## src/rtl/lock_timer.sv

```systemverilog
// Loadable down-counter shared by the unlock-hold and lockout phases; stops at zero.
module lock_timer #(
   parameter int unsigned WIDTH = 8
) (
   input  logic             i_clk,
   input  logic             i_reset,
   input  logic             i_load,
   input  logic [WIDTH-1:0] i_load_value,
   output logic [WIDTH-1:0] o_value,
   output logic             o_expired
);

   logic [WIDTH-1:0] r_count;

   always_ff @(posedge i_clk) begin
      if (i_reset)
         r_count <= '0;
      else if (i_load)
         r_count <= i_load_value;
      else if (r_count != '0)
         r_count <= r_count - WIDTH'(1);
   end

   assign o_value   = r_count;
   assign o_expired = (r_count == WIDTH'(1)) && !i_load;

endmodule

```

## config.mk

```make
export PLATFORM = sky130hd
export DESIGN_NAME = lock_timer
export DESIGN_NICKNAME = d
export VERILOG_FILES = /design/src/rtl/lock_timer.sv
export SDC_FILE = /design/constraint.sdc
export NUM_CORES = 1
export LEC_CHECK = 0
export CORE_MARGIN = 1.5
export CORE_UTILIZATION = 25
export CTS_CLUSTER_SIZE = 28
export DETAILED_ROUTE_END_ITERATION = 8
export PLACE_DENSITY = 0.6
export SLEW_MARGIN = 20
export SYNTH_ARGS = -nofsm -noshare
export SYNTH_HDL_FRONTEND = slang
export SYNTH_SLANG_ARGS = --single-unit
```

## constraint.sdc

```tcl
create_clock -name i_clk -period 2.2 [get_ports i_clk]
set_clock_uncertainty 0.2 [all_clocks]
set_input_delay 0.55 -clock i_clk [delete_from_list [all_inputs] [get_ports i_clk]]
set_output_delay 0.55 -clock i_clk [all_outputs]
set_load 0.02 [all_outputs]
```

==> summary by stage <==
Power and ir drop
The internal power of the cells totals 0.0003668 W. The part of the power in the clock network is 20.5%. Power spread over the standard cell area amounts to 679.2 nW/um2. The static leakage is 0.3486 nW.

Combinational logic burns 47.7% of the power. The fraction of power spent switching nets is 34.60%. The peak supply drop is 0.0002092 V.

The power spent charging and discharging nets is 0.0001941 W. The share of total power dissipated in sequential elements is 31.8%.

STA
Setup violations remaining at the end of the flow were counted as 1. The number of failing hold endpoints at the final stage came to 0. After layout, the worst setup slack is -117.5 ps. Setup repair after global routing could not meet its margin everywhere. The worst slew margin relative to its limit is 76.88%. Based on the critical path, the design can be clocked at up to 431.5 MHz. At the pin with the least slew margin, the transition time is 342.4 ps. Across all hold checks on the routed design, the worst slack comes to 424.1 ps.

The number of max-slew violations in the final report is 0. The shortest clock period the worst path allows after layout is 2317 ps. The final period utilization is 105.3%.

CTS
The number of clock buffers added by TritonCTS is 3. In this run the post-CTS setup repair buffer count came out at 0. Hold repair after CTS inserted 0 buffers. The clock tree root buffer cell is sky130_fd_sc_hd__clkbuf_4.

The clock passes through at most 2 buffers. The CTS tree is built. The later pin in the worst-skew pair is clocked with a latency of 260 ps. Counting every sink on the clock net gives 8. Clock-pin slew was measured on the worst setup and hold paths at 60 ps. The deepest level of the CTS H-tree is 1.

Global route
The maximum number of pins on one net before global-route repair is 11. Across every metal layer, demand over resource in global routing totals 13.02%. The number of global-route vias before repair came to 485. The wire length of the first global-routing pass is 1966 um. The number of antenna violations at the first check in global routing is 0. The total overflow reported by the global router is 0.

Yosys
Summed over its instances, the top area cell type makes up 32.74% of the synthesized netlist area. The proportion of synthesized area in mux cells is 0%. Synthesis handed over a netlist of 58 instances. The simple-gate area share of the yosys netlist is 26.85%. Summed over all instances, the cell type with the most area after synthesis is sky130_fd_sc_hd__dfxtp_1. The synthesized area is 489.2 um2. The netlist uses 26 different library cells. Summing the areas of all fa, ha and maj instances in the mapped netlist gives 7.673% of the synthesized area. The share of the Yosys chip area taken by registers is 32.74%. The combinational family with the most area after synthesis is simple AND/OR/NAND/NOR gates.

The total nets after synthesis is 72. The Yosys step of the flow raised 0 warnings. By area the synthesized netlist is led by sky130_fd_sc_hd__dfxtp_1 33%, sky130_fd_sc_hd__ha_1 7.7%, sky130_fd_sc_hd__xnor2_1 7.2%.

The area share of xor/xnor cells in the synthesized design is 8.951%. Averaged over all synthesized cells, the footprint is 8.435 um2. The number of flip-flops and latches in the synthesized netlist is 8. The synthesized netlist devotes 18.93% of its cell area to compound gates.

Drt
Once detail routing completed, the nets flagged for antenna violations numbered 0. The total number of vias is 510. The total wirelength of the detailed-routed design is 1350 um.

After detailed routing, the number of vias per cell comes to 4.513. The number of iterations in the first detailed-routing pass is 4. The post-detailed-route DRC marker count is 0. The wire length per cell is 11.95 um. The detailed router finished its first iteration with 4 violations.

Floorplan
The initial standard-cell utilization of the core is 27.44%. The floorplan step set the die width to 47.24 um. The die area is 2231 um2. The die outline height is 47.24 um. The floorplan has 15 rows. The total area inside the core boundary comes to 1783 um2.

The I/O pin total is 20.

Setup path
The arrival time of data at the critical path endpoint is 1570 ps. The worst setup path is launched from a register. The biggest fanout along the worst timing path is 2.

STA classifies the critical path endpoint as an output port. The setup path with the least slack is of type reg2out. The data required time at the worst endpoint is 1450 ps.

Final layout
The number of antenna diodes in the final layout is 0. The number of flip-flops under the largest register name is 8. Relative to the synthesized area, the layout overhead comes to 68.80%. The count of placed standard cells in the final layout, fillers left out is 113. The final layout contains 104 nets.

The post-route netlist has 26.14% of its cells at a drive strength greater than 1.

Worst hold path
The type of the tightest min-delay check is reg2reg.

Placed design
Once detailed placement completed, the half-perimeter wirelength came to 1041 um. The number of port buffers is 19. The routability congestion estimate from global placement is 0.8539. Counting tap cells, the placed design contains a total of 110 instances.

Outcome
The final reports fail on negative setup slack. The run finished, with violations left.

Run
The count of maximum capacitance violations is 0.
==> stage by stage <==
| stage | total power [W] | worst slack [ps] | TNS, ps | utilization, % | area [um2] |
|---|---|---|---|---|---|
| 3_3_place_gp | 0.0004352 | -541.4 | -541.4 | 44.14 | 787.0 |
| 3_5_place_dp | 0.0004373 | -571.5 | -571.5 | 44.14 | 787.0 |
| 6_report | 0.0005609 | -117.5 | -117.5 | 46.32 | 825.8 |
| 4_1_cts | 0.0005668 | -203.5 | -203.5 | 46.18 | 823.3 |
| 5_1_grt | 0.0005997 | -162.5 | -162.5 | 46.32 | 825.8 |
| 2_1_floorplan | 0.0003247 | 32.75 | 0 | - | 499.2 |
==> timing repair <==
action / 4_1_cts / 5_1_grt
resized for setup: 8 / 1
pin swaps: 3 / 2
setup endpoints to repair: 1 / 2
==> synth_stat cells, drive strengths merged <==
library cell / number
o21ai: 1
dfxtp: 8
xor2: 1
or3b: 1
or4: 3
nor4: 2
a21oi: 4
clkbuf: 1
xnor2: 4
nor2: 8
and2: 1
a211oi: 3
o211ai: 1
inv: 4
ha: 3
a21o: 2
nor3b: 1
nor3: 1
o311ai: 1
buf: 1
nand2: 6
o31ai: 1
==> power groups by stage <==
stage	registers [W]	clock network, W	logic (W)
after global routing	0.000180	0.000131	0.000289
final	0.000178	0.000115	0.000267
after detailed placement	0.000179	0	0.000258
after floorplan	0.000214	0	0.000111
after CTS	0.000178	0.000120	0.000269
after global placement	0.000179	0	0.000257
==> cell usage in the layout, fill, tap and decap left out, drive strengths merged <==
cell type,netlist,final
a211oi,3,3
a21o,2,2
a21oi,4,4
and2,1,1
buf,1,11
clkbuf,1,3
clkdlybuf4s50,0,17
dfxtp,8,8
dlymetal6s2s,0,1
ha,3,3
inv,4,4
nand2,6,6
nor2,8,8
nor3,1,1
nor3b,1,1
nor4,2,2
o211ai,1,1
o21ai,1,1
o311ai,1,1
o31ai,1,1
or3b,1,1
or4,3,3
xnor2,4,4
xor2,1,1
==> area by class of cell <==
type / count / area (um2)
clock buffers: 3 / 22.52
flip-flops and latches: 8 / 161.4
repair buffers: 29 / 269.0
multi-input cells: 44 / 326.6
well taps: 25 / 31.28
fillers: 181 / 957.2
inverters: 4 / 15.01
==> worst max-delay path, stage by stage (launching register included) <==
cell	delay [ps]
sky130_fd_sc_hd__dfxtp_1	310
sky130_fd_sc_hd__or4_4	560
sky130_fd_sc_hd__nor4_4	170
sky130_fd_sc_hd__and2_4	180
sky130_fd_sc_hd__buf_6	100
==> layer usage <==
| layer | up-vias | track usage, % | part of all wire, % |
|---|---|---|---|
| met5 | - | 0 | 0 |
| met3 | 2 | 2.308 | 5.5 |
| li1 | 265 | - | - |
| met4 | 0 | 8.333 | 0.59 |
| met1 | 226 | 15.68 | 47 |
| met2 | 17 | 21.08 | 47 |
==> worst paths after layout <==
kind,to,slack [ps],cells after the start,startpoint
max reg2reg,o_value[1],190,6,o_value[0]
min,o_value[0],420,2,o_value[0]
max,o_expired,-120,4,o_value[4]
min reg2reg,o_value[0],420,2,o_value[0]
==> kinds of logic (layout without fill, tap and decap cells) <==
logic type,after synthesis,in the layout
AOI/OAI and AO/OA,13,13
xor gates and xnor gates,5,5
adders and majority gates,3,3
buffers and inverters,6,36
DFF,8,8
and+or+nand+nor,23,23
(Power assumes the default switching activity.)
